--- config.mk ---
export PLATFORM = sky130hd
export DESIGN_NAME = calc_op_sequencer_flat
export DESIGN_NICKNAME = d
export VERILOG_FILES = /design/src/rtl/calc_pkg.sv /design/src/rtl/calc_op_sequencer_if.sv /design/src/rtl/calc_signmag_addsub.sv /design/src/rtl/calc_op_sequencer.sv /design/src/flat_wrapper.sv
export SDC_FILE = /design/constraint.sdc
export NUM_CORES = 1
export LEC_CHECK = 0
export BUFFER_PORTS_ARGS = -buffer_cell sky130_fd_sc_hd__buf_4
export CAP_MARGIN = 25
export CORE_MARGIN = 1
export CORE_UTILIZATION = 58
export DETAILED_ROUTE_END_ITERATION = 12
export PLACE_DENSITY = 0.84
export SLEW_MARGIN = 30
export SYNTH_ARGS = -nofsm -noshare
export SYNTH_HDL_FRONTEND = slang
export SYNTH_SLANG_ARGS = --single-unit
--- constraint.sdc ---
create_clock -name i_clk -period 5.6 [get_ports i_clk]
set_clock_uncertainty 0.05 [all_clocks]
set_input_delay 0.84 -clock i_clk [delete_from_list [all_inputs] [get_ports i_clk]]
set_output_delay 0.84 -clock i_clk [all_outputs]
set_load 0.03 [all_outputs]
--- src/rtl/calc_pkg.sv ---
// Shared types and constants for the calculator arithmetic sequencer.
package calc_pkg;

    typedef enum logic [2:0] {
        ST_IDLE,
        ST_LOAD,
        ST_ADDSUB,
        ST_MUL_ITER,
        ST_DIV_ITER,
        ST_CHECK,
        ST_DONE
    } calc_state_e;

    localparam logic [1:0] FUNC_ADD = 2'b00;
    localparam logic [1:0] FUNC_SUB = 2'b01;
    localparam logic [1:0] FUNC_MUL = 2'b10;
    localparam logic [1:0] FUNC_DIV = 2'b11;

    localparam int unsigned DEF_MAX_VAL = 999999;

endpackage

--- src/rtl/calc_op_sequencer_if.sv ---
// Operand/command bus between the state controller and the arithmetic sequencer.
interface calc_op_sequencer_if #(
    parameter int WIDTH = 40
);
    logic             i_start;
    logic             i_abort;
    logic [1:0]       i_func;
    logic [WIDTH-1:0] i_s1;
    logic             i_s1_sign;
    logic [WIDTH-1:0] i_s2;
    logic             o_busy;
    logic             o_done;
    logic [WIDTH-1:0] o_result;
    logic             o_sign;
    logic             o_err;

    modport master (
        output i_start, i_abort, i_func, i_s1, i_s1_sign, i_s2,
        input  o_busy, o_done, o_result, o_sign, o_err
    );

    modport slave (
        input  i_start, i_abort, i_func, i_s1, i_s1_sign, i_s2,
        output o_busy, o_done, o_result, o_sign, o_err
    );
endinterface

--- src/rtl/calc_signmag_addsub.sv ---
// Combinational signed-magnitude adder/subtractor; magnitude is one bit wider
// than the operands so a carry out shows up as an over-range result.
module calc_signmag_addsub #(
    parameter int WIDTH = 40
) (
    input  logic [WIDTH-1:0] i_a,
    input  logic             i_a_sign,
    input  logic [WIDTH-1:0] i_b,
    input  logic             i_b_sign,
    input  logic             i_sub,
    output logic [WIDTH:0]   o_mag,
    output logic             o_sign
);
    logic w_b_sign;

    assign w_b_sign = i_b_sign ^ i_sub;

    always_comb begin
        o_mag  = '0;
        o_sign = 1'b0;
        if (i_a_sign == w_b_sign) begin
            o_mag  = {1'b0, i_a} + {1'b0, i_b};
            o_sign = i_a_sign;
        end else if (i_a >= i_b) begin
            o_mag  = {1'b0, i_a - i_b};
            o_sign = i_a_sign;
        end else begin
            o_mag  = {1'b0, i_b - i_a};
            o_sign = w_b_sign;
        end
    end
endmodule

--- src/rtl/calc_op_sequencer.sv ---
// Multi-cycle arithmetic sequencer: single-cycle add/sub, shift-add multiply,
// restoring divide, then a range check against the display limit.
module calc_op_sequencer
    import calc_pkg::*;
#(
    parameter int          WIDTH   = 40,
    parameter int unsigned MAX_VAL = DEF_MAX_VAL,
    parameter int          CNT_W   = 6
) (
    input logic           i_clk,
    input logic           i_rst_n,
    calc_op_sequencer_if.slave bus
);
    localparam logic [WIDTH-1:0] LP_MAX  = WIDTH'(MAX_VAL);
    localparam logic [CNT_W-1:0] LP_LAST = CNT_W'(WIDTH - 1);

    calc_state_e        r_state, w_state_nxt;
    logic [1:0]         r_func;
    logic [WIDTH-1:0]   r_a, r_b, r_rem;
    logic               r_a_sign, r_rsign, r_dz;
    logic [2*WIDTH-1:0] r_acc, r_sh;
    logic [CNT_W-1:0]   r_cnt;
    logic [WIDTH-1:0]   r_result;
    logic               r_sign, r_err;

    logic [WIDTH:0]     w_as_mag;
    logic               w_as_sign;
    logic [WIDTH:0]     w_rem_sh;
    logic [WIDTH-1:0]   w_rem_diff;
    logic               w_rem_ge;
    logic               w_err, w_zero;

    calc_signmag_addsub #(.WIDTH(WIDTH)) u_addsub (
        .i_a      (r_a),
        .i_a_sign (r_a_sign),
        .i_b      (r_b),
        .i_b_sign (1'b0),
        .i_sub    (r_func == FUNC_SUB),
        .o_mag    (w_as_mag),
        .o_sign   (w_as_sign)
    );

    // Restoring divide step: dividend bits leave r_sh MSB first.
    assign w_rem_sh   = {r_rem, r_sh[WIDTH-1]};
    assign w_rem_ge   = w_rem_sh >= {1'b0, r_b};
    assign w_rem_diff = w_rem_sh[WIDTH-1:0] - r_b;

    // Anything in the upper half (mul product or add carry) is over range.
    assign w_err  = r_dz | (|r_acc[2*WIDTH-1:WIDTH]) | (r_acc[WIDTH-1:0] > LP_MAX);
    assign w_zero = (r_acc[WIDTH-1:0] == '0);

    always_comb begin
        w_state_nxt = r_state;
        case (r_state)
            ST_IDLE:     if (bus.i_start) w_state_nxt = ST_LOAD;
            ST_LOAD: begin
                case (r_func)
                    FUNC_MUL: w_state_nxt = ST_MUL_ITER;
                    FUNC_DIV: w_state_nxt = (r_b == '0) ? ST_CHECK : ST_DIV_ITER;
                    default:  w_state_nxt = ST_ADDSUB;
                endcase
            end
            ST_ADDSUB:   w_state_nxt = ST_CHECK;
            ST_MUL_ITER: if (r_cnt == LP_LAST) w_state_nxt = ST_CHECK;
            ST_DIV_ITER: if (r_cnt == LP_LAST) w_state_nxt = ST_CHECK;
            ST_CHECK:    w_state_nxt = ST_DONE;
            ST_DONE:     w_state_nxt = ST_IDLE;
            default:     w_state_nxt = ST_IDLE;
        endcase
        if (bus.i_abort) w_state_nxt = ST_IDLE;
    end

    always_ff @(posedge i_clk) begin
        if (!i_rst_n) begin
            r_state  <= ST_IDLE;
            r_func   <= '0;
            r_a      <= '0;
            r_b      <= '0;
            r_a_sign <= 1'b0;
            r_rsign  <= 1'b0;
            r_dz     <= 1'b0;
            r_acc    <= '0;
            r_sh     <= '0;
            r_rem    <= '0;
            r_cnt    <= '0;
            r_result <= '0;
            r_sign   <= 1'b0;
            r_err    <= 1'b0;
        end else begin
            r_state <= w_state_nxt;
            if (bus.i_abort) begin
                r_result <= '0;
                r_sign   <= 1'b0;
                r_err    <= 1'b0;
            end else begin
                case (r_state)
                    ST_IDLE: begin
                        if (bus.i_start) begin
                            r_func   <= bus.i_func;
                            r_a      <= bus.i_s1;
                            r_a_sign <= bus.i_s1_sign;
                            r_b      <= bus.i_s2;
                        end
                    end
                    ST_LOAD: begin
                        r_acc   <= '0;
                        r_rem   <= '0;
                        r_cnt   <= '0;
                        r_sh    <= {{WIDTH{1'b0}}, r_a};
                        r_rsign <= r_a_sign;
                        r_dz    <= (r_func == FUNC_DIV) && (r_b == '0);
                    end
                    ST_ADDSUB: begin
                        r_acc   <= {{(WIDTH-1){1'b0}}, w_as_mag};
                        r_rsign <= w_as_sign;
                    end
                    ST_MUL_ITER: begin
                        r_acc <= r_acc + (r_b[0] ? r_sh : '0);
                        r_sh  <= r_sh << 1;
                        r_b   <= r_b >> 1;
                        r_cnt <= r_cnt + CNT_W'(1);
                    end
                    ST_DIV_ITER: begin
                        r_acc <= {r_acc[2*WIDTH-2:0], w_rem_ge};
                        r_rem <= w_rem_ge ? w_rem_diff : w_rem_sh[WIDTH-1:0];
                        r_sh  <= r_sh << 1;
                        r_cnt <= r_cnt + CNT_W'(1);
                    end
                    ST_CHECK: begin
                        r_result <= w_err ? '0 : r_acc[WIDTH-1:0];
                        r_sign   <= (w_err || w_zero) ? 1'b0 : r_rsign;
                        r_err    <= w_err;
                    end
                    default: ;
                endcase
            end
        end
    end

    assign bus.o_busy   = (r_state == ST_LOAD) || (r_state == ST_ADDSUB) ||
                          (r_state == ST_MUL_ITER) || (r_state == ST_DIV_ITER) ||
                          (r_state == ST_CHECK);
    assign bus.o_done   = (r_state == ST_DONE);
    assign bus.o_result = r_result;
    assign bus.o_sign   = r_sign;
    assign bus.o_err    = r_err;
endmodule

--- src/flat_wrapper.sv ---
// flat-port wrapper written by rule: the top's interface ports become plain ports
module calc_op_sequencer_flat import calc_pkg::*;
#(
    parameter int          WIDTH   = 40,
    parameter int unsigned MAX_VAL = DEF_MAX_VAL,
    parameter int          CNT_W   = 6
)
  (i_clk, i_rst_n, bus_i_start, bus_i_abort, bus_i_func, bus_i_s1, bus_i_s1_sign, bus_i_s2, bus_o_busy, bus_o_done, bus_o_result, bus_o_sign, bus_o_err);
  calc_op_sequencer_if #(.WIDTH(WIDTH)) bus_i ();
  input logic i_clk;
  input logic i_rst_n;
  input wire logic [$bits(bus_i.i_start)-1:0] bus_i_start;
  input wire logic [$bits(bus_i.i_abort)-1:0] bus_i_abort;
  input wire logic [$bits(bus_i.i_func)-1:0] bus_i_func;
  input wire logic [$bits(bus_i.i_s1)-1:0] bus_i_s1;
  input wire logic [$bits(bus_i.i_s1_sign)-1:0] bus_i_s1_sign;
  input wire logic [$bits(bus_i.i_s2)-1:0] bus_i_s2;
  output wire logic [$bits(bus_i.o_busy)-1:0] bus_o_busy;
  output wire logic [$bits(bus_i.o_done)-1:0] bus_o_done;
  output wire logic [$bits(bus_i.o_result)-1:0] bus_o_result;
  output wire logic [$bits(bus_i.o_sign)-1:0] bus_o_sign;
  output wire logic [$bits(bus_i.o_err)-1:0] bus_o_err;
  assign bus_i.i_start = bus_i_start;
  assign bus_i.i_abort = bus_i_abort;
  assign bus_i.i_func = bus_i_func;
  assign bus_i.i_s1 = bus_i_s1;
  assign bus_i.i_s1_sign = bus_i_s1_sign;
  assign bus_i.i_s2 = bus_i_s2;
  assign bus_o_busy = bus_i.o_busy;
  assign bus_o_done = bus_i.o_done;
  assign bus_o_result = bus_i.o_result;
  assign bus_o_sign = bus_i.o_sign;
  assign bus_o_err = bus_i.o_err;
  calc_op_sequencer #(.WIDTH(WIDTH), .MAX_VAL(MAX_VAL), .CNT_W(CNT_W)) u_core (.i_clk(i_clk), .i_rst_n(i_rst_n), .bus(bus_i));
endmodule
==> metrics.md, run 1 <==
| Metric | Value |
|---|---|
| H-tree depth | `2` |
| DRT Wirelength | `102,000 microns` |
| Final hold vios | `0` |
| Hold slack | `0.408 ns` |
| DR vias/cell | `6.73` |
| Clock Sinks | `336` |
| Sequential share of the synthesized area | `24.0%` |
| Reg2reg end | `u_core.r_acc[39]$_SDFFE_PN0P_` |
| Root buffer cell | `clkbuf_16` |
| Vias in the first global route | `27,500` |
| Max VDD drop | `0.242 mV` |
| Netlist cell types | `106` |
| Die Span Y | `222 microns` |
| Status | `finished clean` |
| Total gr overflow | `0` |
| Relative slew slack | `35.3%` |
| Worst slew pin tran | `0.969 ns` |
| Crit path launch type | `flip-flop` |
| Max-cap violations | `0` |
| Synth warn | `0` |
| Register-to-register setup slack | `0.75 ns` |
| Final WS setup | `0.746 ns` |
| Share of layout cells above drive strength 1 | `8.67%` |
| Initial DRC count | `3,796` |
| Setup CP Type | `flip-flop to flip-flop` |
| Yosys top cell area share | `24.0%` |
| Leakage power | `0.0126 uW` |
| Port Buf Inserts | `130` |
| Routability cong. | `1.03` |
| Dpl cells | `4,349` |
| Syn Area/Cell | `7.35 sq um` |
| Hold EP | `u_core.r_sh[79]$_SDFFE_PN0P_` |
| Cell count of the worst reg-to-reg path | `13` |
| Resized cells post-CTS | `0` |
| RSZ-0062 raised after global routing | `no` |
| HP Class | `flip-flop to flip-flop` |
| Fin area | `30,600 sq um` |
| Standard-cell rows | `80` |
| Most frequent cell after synthesis | `a21oi_1` |
| Vias post-DR | `29,800` |
| Setup WS pre-CTS | `0.911 ns` |
| Fill count | `4,307` |
| DR pass1 iterations | `6` |
| First-pass GRT wire length | `159,000 microns` |
| Flops & latches, synth | `336` |
| Area growth syn-to-layout | `9.53%` |
| Critical Path AT | `5.28 ns` |
| HPWL Detailed | `77,000 microns` |
| Worst setup EP type | `flip-flop` |
| Setup bufs post-CTS | `0` |
| Pin count of the biggest net entering global routing | `157` |
| Min-delay src | `u_core.r_sh[79]$_SDFFE_PN0P_` |
| Finished Layout Cells | `4,425` |
| Later-pin clock latency in the skew report | `0.61 ns` |
| CP max FO | `28` |
| Post-synth design cell area | `28,000 sq um` |
| Final ANT Viol Nets | `0` |
| Clock transition at path regs | `0.07 ns` |
| Core area | `47,600 sq um` |
| Post-DP Area | `29,200 sq um` |
| Initial Util | `58.7%` |
| RR Startpoint | `u_core.r_b[1]$_SDFFE_PN0P_` |
| Max Slew Vio Count | `0` |
| GR Util All Layers | `40.4%` |
| Clock Path Buffers | `3` |
| Drt wl/cell | `23.0 microns` |
| Die Area | `49,100 sq um` |
| Pwr dens | `236 nW/um^2` |
| Post-Synthesis Cells | `3,806` |
| Die width | `222 microns` |
| Leading area contributor after synthesis | `dfxtp_1` |
| Final Setup Violations | `0` |
| Synth top cells by count | `a21oi_1 (418), nand2_1 (414), nor2_1 (351), dfxtp_1 (336), o21ai_0 (303)` |
| Initial antenna violation count | `4` |
| Setup tns final | `0 ns` |
| Number of flops mapped to enable cells by yosys | `0` |
| Ranking of synthesized cells by area | `dfxtp_1 (24%), ha_1 (11%), a21oi_1 (7.5%), nand2_1 (5.6%), o21ai_0 (5.4%)` |
| Worst path required time | `6.03 ns` |
| Synth Flop Type | `dfxtp_1` |
| Cts bufs inserted | `39` |
| Async SR Flop Fraction | `0%` |
| CTS tree | `built` |
| Cts hold-fix bufs | `0` |
| Nets | `4,109` |
| IO Pins | `131` |
| Minimum clock period | `4.85 ns` |
| Post-synth net total | `4,138` |
| Residual DRC | `0` |
| Hold Path Cell Cnt | `2` |
| Tcrit/Tclk final | `86.7%` |
| Highest clock rate | `0.206 GHz` |
cells in the final DEF (no fill, tap or decap), types with 19 or more instances in the layout:
cell type  Yosys  final
a31oi_1       33     33
o21a_1        26     26
a221oi_1      40     40
o31ai_1       24     24
clkbuf_16      0     40
nand2_1      414    412
a22oi_1       85     85
nor3_1        71     71
a21oi_1      418    418
or3_1         19     19
xnor2_1       92     91
o21ai_0      303    303
mux2_4        20     20
nand2b_1      30     30
and2_1        90     89
inv_1        152    152
nand3_1       92     92
dfxtp_1      336    335
o211ai_1     102    102
buf_4          8    162
nor2_1       351    347
o22ai_1       19     19
nor4_1        44     41
a211oi_1      29     29
nand4_1       63     63
xor2_1        48     47
ha_1         240    240
o21bai_1      46     46
and3_1        33     33
a21o_1        88     88
metal layers:
metal | vias up | part of all wire, % | wire length [microns] | track usage, %
li1 | 13900 | - | - | -
met1 | 14000 | 43 | 43400 | 54.4
met2 | 1604 | 43 | 43400 | 61.7
met3 | 294 | 9.4 | 9560 | 7.04
met4 | 4 | 5.4 | 5520 | 21.1
met5 | - | 0.026 | 26 | 0
power by group:
part,switching (uW),total (uW),internal (uW),leakage (uW)
registers,96.9,2550,2450,0.00272
logic,1270,1890,618,0.00922
clock network,1160,2780,1630,0.000675
flip-flops by register name, summed over array words and instances, names as in the netlist, 2 cells and up:
register             count
u_core.bus.o_result     40
u_core.r_cnt             6
u_core.r_acc            80
u_core.r_a              40
u_core.r_sh             80
u_core.r_func            2
u_core.r_b              40
u_core.r_state           3
u_core.r_rem            40
critical path: stages (launching register included):
cell,delay (ns)
dfxtp_1,0.76
inv_1,0.32
fa_1,0.50
a21o_1,0.18
a221oi_2,0.59
o211ai_1,0.21
nand2_1,0.15
a31o_1,0.47
nand2_8,0.25
mux2i_1,0.24
and4_4,0.26
a311oi_1,0.36
nor4_1,0.08
a211o_1,0.30
cell families (layout without fill, tap and decap cells):
kind of cell,Yosys count,count (layout),share of synthesized area (%)
muxes,43,43,1.93
DFF,336,336,24.0
AOI/OAI and AO/OA,1378,1378,31.6
xor gates and xnor gates,140,140,4.38
adders and majority gates,245,245,11.1
other,0,3,0
and+or+nand+nor,1269,1269,21.4
buffers and inverters,395,396,5.62
worst max-delay path by stage:
stage | startpoint | cells after the start | end
after floorplan | u_core.r_b[0]$_SDFFE_PN0P_ | 16 | u_core.r_acc[77]$_SDFFE_PN0P_
after global placement | u_core.r_b[1]$_SDFFE_PN0P_ | 13 | u_core.r_acc[37]$_SDFFE_PN0P_
after detailed placement | u_core.r_b[1]$_SDFFE_PN0P_ | 13 | u_core.r_acc[2]$_SDFFE_PN0P_
after CTS | u_core.r_b[1]$_SDFFE_PN0P_ | 13 | u_core.r_acc[37]$_SDFFE_PN0P_
after global routing | u_core.r_b[1]$_SDFFE_PN0P_ | 13 | u_core.r_acc[39]$_SDFFE_PN0P_
final | u_core.r_b[1]$_SDFFE_PN0P_ | 13 | u_core.r_acc[39]$_SDFFE_PN0P_
per-stage QoR:
step / util [%] / power (uW)
2_1_floorplan: - / 3790
3_5_place_dp: 61.3 / 4380
5_1_grt: 64.3 / 7430
6_report: 64.3 / 7220
3_3_place_gp: 61.1 / 4380
4_1_cts: 64.1 / 7120
cell type report:
type	instances	area (sq um)	share of cell area, %
Timing Repair Buffer	168	1360	4.45
Sequential cell	336	6730	22.0
Antenna cell	3	7.51	0.0245
Inverter	157	594	1.94
Multi-Input combinational cell	3075	19800	64.6
Clock buffer	50	1090	3.55
Tap cell	615	769	2.51
Clock inverter	21	292	0.952
Note: power is estimated with default switching activity, not from simulation.
==> inputs of run 2 (changes only) <==
Settings changed: CORE_ASPECT_RATIO set to 1.25.
==> metrics.md, run 2 (synthesis gave the netlist of run 1 again) <==
| Metric | Value |
|---|---|
| Worst path required time | `6.00 ns (was 6.03 ns)` |
| Vias post-DR | `29,400 (was 29,800)` |
| Total gr overflow | `0 (unchanged)` |
| DR pass1 iterations | `8 (was 6)` |
| HPWL Detailed | `74,400 microns (was 77,000 microns)` |
| CTS tree | `built (unchanged)` |
| Setup tns final | `0 ns (unchanged)` |
| Clock transition at path regs | `0.06 ns (was 0.07 ns)` |
| Port Buf Inserts | `130 (unchanged)` |
| Minimum clock period | `4.55 ns (was 4.85 ns)` |
| Initial antenna violation count | `2 (was 4)` |
| Cts bufs inserted | `39 (unchanged)` |
| FF/Latch Area | `6730 sq um (unchanged)` |
| CP max FO | `75 (was 28)` |
| Die Span Y | `248 microns (was 222 microns)` |
| Area growth syn-to-layout | `9.07% (was 9.53%)` |
| H-tree depth | `2 (unchanged)` |
| Multi-input logic area | `19,800 sq um (about the same)` |
| Most frequent cells in the layout | `a21oi_1 (418), nand2_1 (411), nor2_1 (346) (was a21oi_1 (418), nand2_1 (412), nor2_1 (347))` |
| Worst slew pin tran | `0.999 ns (was 0.969 ns)` |
| IO Pins | `131 (unchanged)` |
| Setup bufs post-CTS | `0 (unchanged)` |
| Crit path launch type | `flip-flop (unchanged)` |
| Final hold vios | `0 (unchanged)` |
| Commonest non-fill, non-tap cell in the layout | `a21oi_1 (unchanged)` |
| Met3 routed wirelength | `8030 microns (was 9560 microns)` |
| First-pass GRT wire length | `153,000 microns (was 159,000 microns)` |
| Max VDD drop | `0.198 mV (was 0.242 mV)` |
| Initial DRC count | `2,807 (was 3,796)` |
| Worst setup EP type | `flip-flop (unchanged)` |
| Die Area | `49,100 sq um (about the same)` |
| Standard-cell rows | `89 (was 80)` |
| Vias in the first global route | `27,500 (about the same)` |
| GR Util All Layers | `39.4% (was 40.4%)` |
| Final ANT Viol Nets | `0 (unchanged)` |
| DRT Wirelength | `98,900 microns (was 102,000 microns)` |
| Setup CP Type | `flip-flop to flip-flop (unchanged)` |
| Clock Sinks | `336 (unchanged)` |
| Clock Path Buffers | `3 (unchanged)` |
| Cts hold-fix bufs | `0 (unchanged)` |
| Nets | `4,102 (was 4,109)` |
| Pin count of the biggest net entering global routing | `88 (was 157)` |
| Critical Path AT | `4.96 ns (was 5.28 ns)` |
| CP Cell Sequence | `buf_12 > ha_1 > inv_1 > fa_1 > a21o_1 > a221oi_2 > o211ai_1 > nand2_1 > a31oi_2 > nor2_4 > o211ai_1 > a221oi_1 > nor3_1 > o21ai_1 > a21oi_1 (was inv_1 > fa_1 > a21o_1 > a221oi_2 > o211ai_1 > nand2_1 > a31o_1 > nand2_8 > mux2i_1 > and4_4 > a311oi_1 > nor4_1 > a211o_1)` |
| Highest routed layer | `met4 (was met5)` |
| HP Class | `flip-flop to flip-flop (unchanged)` |
| Relative slew slack | `33.3% (was 35.3%)` |
| Initial Util | `59.0% (was 58.7%)` |
| CP delay by family, top | `compound AO/OA/AOI/OAI gates (unchanged)` |
| Highest clock rate | `0.220 GHz (was 0.206 GHz)` |
| Max-cap violations | `0 (unchanged)` |
| Pwr dens | `232 nW/um^2 (was 236 nW/um^2)` |
| Slowest stage delay, CP | `0.79 ns (was 0.76 ns)` |
| Resized cells post-CTS | `0 (unchanged)` |
| Root buffer cell | `clkbuf_16 (unchanged)` |
| Die width | `198 microns (was 222 microns)` |
| Fill count | `4,380 (was 4,307)` |
| Status | `finished clean (unchanged)` |
| Residual DRC | `0 (unchanged)` |
| Total power | `7080 uW (was 7220 uW)` |
| Max Slew Vio Count | `0 (unchanged)` |
| Bufs and invs on worst path | `2 (was 1)` |
| Later-pin clock latency in the skew report | `0.59 ns (was 0.61 ns)` |
| Final Setup Violations | `0 (unchanged)` |
| Core area | `47,400 sq um (was 47,600 sq um)` |
| Routability cong. | `1.06 (was 1.03)` |
| Top flop regs | `u_core.r_acc: 80 flops, u_core.r_sh: 80 flops (unchanged)` |
| Slowest-stage cell, CP | `nor2_4 (was dfxtp_1)` |
| Met2 WL post-DR | `45,300 microns (was 43,400 microns)` |
| RSZ-0062 raised after global routing | `no (unchanged)` |
| Drt wl/cell | `22.3 microns (was 23.0 microns)` |
| Met1 Routed Length | `39,300 microns (was 43,400 microns)` |
| DR vias/cell | `6.63 (was 6.73)` |
| Leakage power | `0.0125 uW (was 0.0126 uW)` |
| Worst path most repeated cell | `o211ai_1` |
| Tcrit/Tclk final | `81.3% (was 86.7%)` |
| Share of layout cells above drive strength 1 | `8.55% (was 8.67%)` |
-- run 2: layer usage --
metal / vias to the layer above / global-route usage [%]
met5: - / 0
met4: 0 / 24.0
met3: 314 / 5.19
met2: 1488 / 64.6
met1: 13800 / 49.1
li1: 13800 / -
-- run 2: area by class of cell --
cell class,count,area share (%)
multi-input cells,3075,64.9
flip-flops and latches,336,22.1
repair buffers,161,4.07
clock buffers,52,3.65
well taps,637,2.61
inverters,157,1.95
clock inverters,20,0.771
diodes,1,0.00820
-- run 2: worst reg2reg max path, stage by stage (launching register included) --
cell and delay, ns:
dfxtp_2 0.51, buf_12 0.32, ha_1 0.23, inv_1 0.05
fa_1 0.38, a21o_1 0.18, a221oi_2 0.39, o211ai_1 0.16
nand2_1 0.14, a31oi_2 0.17, nor2_4 0.79, o211ai_1 0.20
a221oi_1 0.46, nor3_1 0.09, o21ai_1 0.21, a21oi_1 0.10
-- run 2: metrics by stage --
stage	setup slack (ns)	std cells	area (sq um)	util [%]	hold WS, ns
after floorplan	1.96	3806	28000	-	0.382
after global placement	1.26	4365	29100	61.4	0.391
after detailed placement	1.17	4366	29200	61.4	0.398
after CTS	1.13	4438	30500	64.3	0.405
after global routing	0.697	4439	30500	64.3	0.428
final	1.05	4439	30500	64.3	0.413
-- run 2: where the power goes --
part | internal (uW) | switching [uW] | leakage (uW)
Clock | 1560 | 1130 | 0.000649
Sequential | 2450 | 86.1 | 0.00272
Combinational | 602 | 1250 | 0.00917
Total | 4610 | 2470 | 0.0125
-- run 2: final timing paths --
path	cells after the start	endpoint	slack (ns)	start
worst min-delay path	2	u_core.bus.o_sign$_SDFFE_PP0P_	0.41	u_core.bus.o_sign$_SDFFE_PP0P_
worst max-delay path	15	u_core.r_acc[27]$_SDFFE_PN0P_	1.05	u_core.r_b[0]$_SDFFE_PN0P_
worst min register to register	2	u_core.bus.o_sign$_SDFFE_PP0P_	0.41	u_core.bus.o_sign$_SDFFE_PP0P_
worst max register to register	15	u_core.r_acc[27]$_SDFFE_PN0P_	1.05	u_core.r_b[0]$_SDFFE_PN0P_
